==> config.mk <==
export PLATFORM = sky130hd
export DESIGN_NAME = fetch_stage
export DESIGN_NICKNAME = d
export VERILOG_FILES = /design/src/rtl/fetch_stage.sv
export SDC_FILE = /design/constraint.sdc
export NUM_CORES = 1
export LEC_CHECK = 0
export ABC_AREA = 1
export CAP_MARGIN = 20
export CORE_MARGIN = 5
export CORE_UTILIZATION = 48
export CTS_CLUSTER_DIAMETER = 120
export DETAILED_ROUTE_END_ITERATION = 10
export DONT_BUFFER_PORTS = 1
export RECOVER_POWER = 25
export SETUP_SLACK_MARGIN = 0.2
export SYNTH_ARGS = -nofsm -noshare
export SYNTH_HDL_FRONTEND = slang
export SYNTH_SLANG_ARGS = --single-unit
==> constraint.sdc <==
create_clock -name clk -period 1.7 [get_ports clk]
set_input_delay 0.255 -clock clk [delete_from_list [all_inputs] [get_ports clk]]
set_output_delay 0.255 -clock clk [all_outputs]
set_load 0.02 [all_outputs]
==> src/rtl/fetch_stage.sv <==
// Instruction fetch: holds the PC, drives imem_addr and registers each word into IF/ID one cycle later.
// Stall freezes everything; a branch redirect bubbles IF/ID and drops any pending immediate tag.
module fetch_stage #(
    parameter logic [15:0] RESET_PC   = 16'h0000,
    parameter logic [2:0]  IMM_OPCODE = 3'b011
) (
    input  logic        clk,
    input  logic        rst,
    input  logic        stall,
    input  logic        branch_taken,
    input  logic [15:0] branch_target,
    output logic [15:0] imem_addr,
    input  logic [15:0] imem_data,
    output logic [15:0] if_id_instruction,
    output logic [15:0] if_id_pc_next,
    output logic        if_id_valid,
    output logic        if_id_imm,
    output logic [15:0] fetch_count
);

    typedef enum logic {RUN = 1'b0, IMM = 1'b1} state_t;

    state_t      state_q, state_d;
    logic [15:0] pc_q, pc_d;
    logic [15:0] instr_q, instr_d;
    logic [15:0] pcn_q, pcn_d;
    logic        valid_q, valid_d;
    logic        imm_q, imm_d;
    logic [15:0] cnt_q, cnt_d;
    logic [15:0] pc_inc;

    assign pc_inc = pc_q + 16'd1;

    always_comb begin
        pc_d    = pc_q;
        state_d = state_q;
        instr_d = instr_q;
        pcn_d   = pcn_q;
        valid_d = valid_q;
        imm_d   = imm_q;
        cnt_d   = cnt_q;
        if (branch_taken) begin
            pc_d    = branch_target;
            instr_d = 16'h0000;
            pcn_d   = 16'h0000;
            valid_d = 1'b0;
            imm_d   = 1'b0;
            state_d = RUN;
        end else if (!stall) begin
            pc_d    = pc_inc;
            instr_d = imem_data;
            pcn_d   = pc_inc;
            valid_d = 1'b1;
            imm_d   = (state_q == IMM);
            if (cnt_q != 16'hFFFF)
                cnt_d = cnt_q + 16'd1;
            // The immediate word itself is never decoded as an opcode.
            if (state_q == IMM)
                state_d = RUN;
            else if (imem_data[15:13] == IMM_OPCODE)
                state_d = IMM;
            else
                state_d = RUN;
        end
    end

    always_ff @(posedge clk) begin
        if (rst) begin
            pc_q    <= RESET_PC;
            state_q <= RUN;
            instr_q <= 16'h0000;
            pcn_q   <= 16'h0000;
            valid_q <= 1'b0;
            imm_q   <= 1'b0;
            cnt_q   <= 16'h0000;
        end else begin
            pc_q    <= pc_d;
            state_q <= state_d;
            instr_q <= instr_d;
            pcn_q   <= pcn_d;
            valid_q <= valid_d;
            imm_q   <= imm_d;
            cnt_q   <= cnt_d;
        end
    end

    assign imem_addr         = pc_q;
    assign if_id_instruction = instr_q;
    assign if_id_pc_next     = pcn_q;
    assign if_id_valid       = valid_q;
    assign if_id_imm         = imm_q;
    assign fetch_count       = cnt_q;

endmodule

# Word-level counts from Yosys, hierarchy flattened
# Cells that the tools add are included.
# Widths: inputs -> output; s select.
[word_totals]
reg_bits = 67
input_bits = 36
output_inout_bits = 66
word_cells = 20
[op_classes]
add_sub_neg = 2
n_eq_ne = 3
mux = 4
bitwise = 2
n_reduce_logical = 2
[ops]
columns = ["operator", "n"]
rows = [
  ["$add 16x1->16 const B", 2],
  ["$mux 16", 2],
  ["$ne 16x16->1 const B", 1],
  ["$eq 3x2->1 const B", 1],
  ["$reduce_and 3->1", 1],
  ["$mux 1", 2],
  ["$ne 2x1->1 const B", 1],
  ["$not 1->1", 2],
  ["$reduce_or 2->1", 1],
]

# Depth between registers and ports, before layout
[logic_depth]
word_depth = 3
mapped_depth = 9
depth_no_buf = 9

# Worst setup path after synthesis
# OpenSTA, ideal clock, no wires.
[synth_path]
path_kind = "reg-to-reg"
start = "reg cnt_q[1], in the netlist fetch_count[1]"
end = "reg cnt_q[10], in the netlist fetch_count[10]"
setup_ns = 0.142
arrival_time_ns = 1.464
required_time_ns = 1.558
path_slack_ns = 0.094
stages_incl_launch_ff = 10
path_buffers = 1
period_less_slack_ns = 1.606
cell_sequence = "dfxtp_1 > ha_1 > nand3_2 > inv_2 > nand2_4 > nor2_2 > nor2_4 > buf_8 > nand2_1 > a21oi_2"
[synth_via]
elab_chain_len = 2
word_cells_on_any_way = 3
cone_classes = "1 x add/sub; 1 x eq/ne; 1 x reduce/logical"
[synth_lines]
columns = ["item", "line_no", "rtl"]
rows = [
  ["start: declaration", "29", "logic [15:0] cnt_q, cnt_d;"],
  ["start signal: assignment", "83", "cnt_q <= cnt_d;"],
  ["parallel branches: the longest is 2 deep, another holds $add 16x1->16", "n/a", ""],
]
# Several ways; the timed one is not identified.
# A chain may end at the register's enable or synchronous reset.

# Worst setup path after layout
[layout_path]
start = "reg pc_q[2], in the netlist imem_addr[2]"
end = "reg pcn_q[9], in the netlist if_id_pc_next[9]"
[layout_via]
elab_chain_len = 1
[layout_lines]
columns = ["item", "line_no", "rtl"]
rows = [
  ["start: declaration", "24", "logic [15:0] pc_q, pc_d;"],
  ["start signal: assignment", "77", "pc_q <= pc_d;"],
  ["$add 16x1->16", "32", "assign pc_inc = pc_q + 16'd1;"],
  ["end signal: assignment", "80", "pcn_q <= pcn_d;"],
  ["end: declaration", "26", "logic [15:0] pcn_q, pcn_d;"],
]
# Every way passes these cells.

==> impl_metrics.json <==
{
  "status": "finished, final reports clean",
  "cts_num_sinks": 67,
  "die_h_um": 93.7,
  "layout_min_cycle_time_ns": 1.42,
  "wire_per_inst_um": 13.9,
  "io_buffers": 0,
  "rows": 30,
  "first_pass_iters": 5,
  "grt_pass1_vias": 2937,
  "vdd_ir_drop_max_v": 0.000565,
  "antenna_found_initial": 0,
  "clockBufferDepth": 2,
  "grtUsageTotal_pct": 20.3,
  "numCtsBuffers": 9,
  "min_delay_path_depth": 2,
  "synth_seq_area_share_pct": 39.9,
  "setup-tns-final_ns": 0,
  "worstMarginPinSlew_ns": 0.687,
  "grt_max_degree": 31,
  "die_w_um": 93.7,
  "period_share_pct": 83.7,
  "cp-start-kind": "register",
  "wl_mm": 8.67,
  "avgSynthCellArea_um2": 6.88,
  "final_util_pct": 58.4,
  "cp_cell_sequence": "nand3_1 -> nor2_4 -> nand2_1 -> nand2_1 -> nand2_1 -> o21ai_0 -> inv_1",
  "drc": 0,
  "whs_ns": 0.0565,
  "nFillCells": 661,
  "core_mm2": 0.00679,
  "drv_cap": 0,
  "dieArea_mm2": 0.00878,
  "critPathMostFrequentCell": "nand2_1",
  "hold_viol_final": 0,
  "fmax_mhz": 703,
  "fin_cells": 622,
  "synth_nets": 527,
  "clk_pin_slew_ns": 0.08,
  "synth_cells": 489,
  "grt_overflow": 0,
  "clock_skew_ns": 0.0101,
  "reg2reg_depth": 7,
  "rsz0062_at_grt": "true",
  "critPathRequiredTime_ns": 1.94,
  "cts_htree_levels": 3,
  "drt_iter0_markers": 118,
  "p_per_area_mw_per_mm2": 848,
  "cp_max_fo": 6,
  "gp_congestion": 0.823,
  "crit_path_end_kind": "register",
  "setup_viol": 0,
  "vias": 3080,
  "max_stage_delay_ns": 0.46,
  "initial_core_util_pct": 49.5,
  "ios": 102,
  "relSlewSlack_pct": 54.2,
  "detail_route.vias_per_cell": 4.95,
  "synth_warnings": 0,
  "syn_area_mm2": 0.00336,
  "min_path_type": "in -> reg",
  "hpwl_mm": 6.29,
  "diodes": 0,
  "ys_types": 32,
  "synth-seq-cells": 67,
  "arrival_ns": 1.66,
  "placed_cells": 602,
  "area_delta_synth_final_pct": 18.0,
  "grt_pass1_wl_mm": 14.1,
  "nets": 559,
  "cellLeakagePower_nw": 1.71,
  "critical_path_class": "reg -> reg",
  "cts_tree": "done",
  "drv_slew": 0,
  "ant_nets": 0,
  "clkLatencyLatePin_ns": 0.34,
  "drive_gt1_share_pct": 18.8,
  "worst_path_max_delay_cell": "dfxtp_1",
  "clockRootBuffer": "clkbuf_8"
}
[worst max-delay path, delay by kind of cell, from the launching register on]
kind	cells	cell delay (ns)
buffers and inverters	1	0.05
AND/OR/NAND/NOR	5	0.67
flip-flops	1	0.46
AO/OA/AOI/OAI	1	0.15
[layout by cell type (no fill, tap or decap), types with 2 or more instances in the layout]
master / count
xnor2_1: 5
nand3_1: 26
clkinv_4: 2
dfxtp_1: 59
clkinv_2: 2
clkbuf_8: 10
a22o_1: 3
nand3_2: 2
inv_1: 51
buf_4: 34
nor2_2: 5
o21ai_1: 2
nand4_1: 8
buf_12: 4
a31oi_1: 4
a21oi_1: 30
nor2_1: 53
nor2_4: 6
dfxtp_2: 8
xor2_1: 6
nand2_2: 6
nand2_1: 149
o21ai_0: 22
clkbuf_1: 2
o211ai_1: 2
a21oi_2: 10
nor3b_1: 2
inv_2: 2
[Yosys cell counts, drive strengths merged]
cell type | n | share of area [%]
a21o | 1 | 0.22
a21oi | 40 | 7.1
a22o | 3 | 0.78
a31oi | 4 | 0.74
buf | 7 | 1.9
clkbuf | 12 | 1.9
clkinv | 1 | 0.11
dfxtp | 67 | 40
ha | 2 | 0.74
inv | 53 | 5.9
nand2 | 156 | 18
nand3 | 28 | 4.3
nand4 | 8 | 1.5
nor2 | 65 | 8.6
nor3b | 2 | 0.45
o211ai | 2 | 0.45
o21ai | 25 | 4.1
o21bai | 1 | 0.22
xnor2 | 5 | 1.3
xor2 | 7 | 1.8
[cell families (layout without fill, tap and decap cells)]
kind of cell	after synthesis	in the layout	share of synthesized area (%)
adder cells (fa/ha/maj)	2	2	0.744
XOR/XNOR	12	12	3.13
buffers and inverters	73	110	9.86
flip-flops	67	67	39.9
AND/OR/NAND/NOR	259	259	32.8
AO/OA/AOI/OAI	76	76	13.5
[final timing paths]
check                                          startpoint                            endpoint  slack (ns)
worst max-delay path            imem_addr[2]$_SDFFE_PP0P_       if_id_pc_next[9]$_SDFFE_PP0N_        0.28
worst min-delay path                                stall  if_id_instruction[13]$_SDFFE_PP0N_        0.06
worst max register to register  imem_addr[2]$_SDFFE_PP0P_       if_id_pc_next[9]$_SDFFE_PP0N_        0.28
worst min register to register       state_q$_SDFFE_PP0N_                state_q$_SDFFE_PP0N_        0.46
[what timing repair did]
action | 4_1_cts | 5_1_grt
hold endpoints to repair | 25 | 0
hold buffers | 1 | 0
pin swaps | 2 | 1
gates resized for setup | 0 | 22
setup buffers | 3 | 0
setup endpoints to repair | 10 | 32
[stage by stage]
step / worst slack [ns] / total power [mW] / cell area (um2)
after floorplan: 0.205 / 1.98 / 3370
after global placement: 0.215 / 2.04 / 3640
after detailed placement: 0.172 / 2.04 / 3640
after CTS: 0.222 / 3.40 / 3910
after global routing: 0.146 / 3.53 / 3970
final: 0.278 / 3.37 / 3970
[metal layers]
| layer | share of wire (%) | track usage [%] |
|---|---|---|
| met3 | 9.2 | 6.33 |
| met4 | 1.5 | 7.82 |
| met5 | 0 | 0 |
| met2 | 44 | 30.9 |
| met1 | 45 | 26.8 |
[sequential cells by signal, indices dropped and copies added, names as in the netlist]
name	cells
fetch_count	16
if_id_imm	1
if_id_instruction	16
if_id_pc_next	16
if_id_valid	1
imem_addr	16
state_q	1
[power by group]
part	leakage [nW]	switching [mW]	internal, mW
clock network	0.102	0.606	0.717
registers	0.550	0.0790	1.63
logic	1.06	0.212	0.127
total	1.71	0.897	2.47
[cell type report]
class                   instances  area [um2]  area share, %
well taps                      96         120           3.03
flip-flops and latches         67        1350           34.0
inverters                      54         203           5.11
repair buffers                 40         343           8.64
clock buffers                  10         138           3.47
multi-input cells             349        1750           44.1
clock inverters                 6        65.1           1.64
No activity file was read; power rests on OpenSTA's default activity.
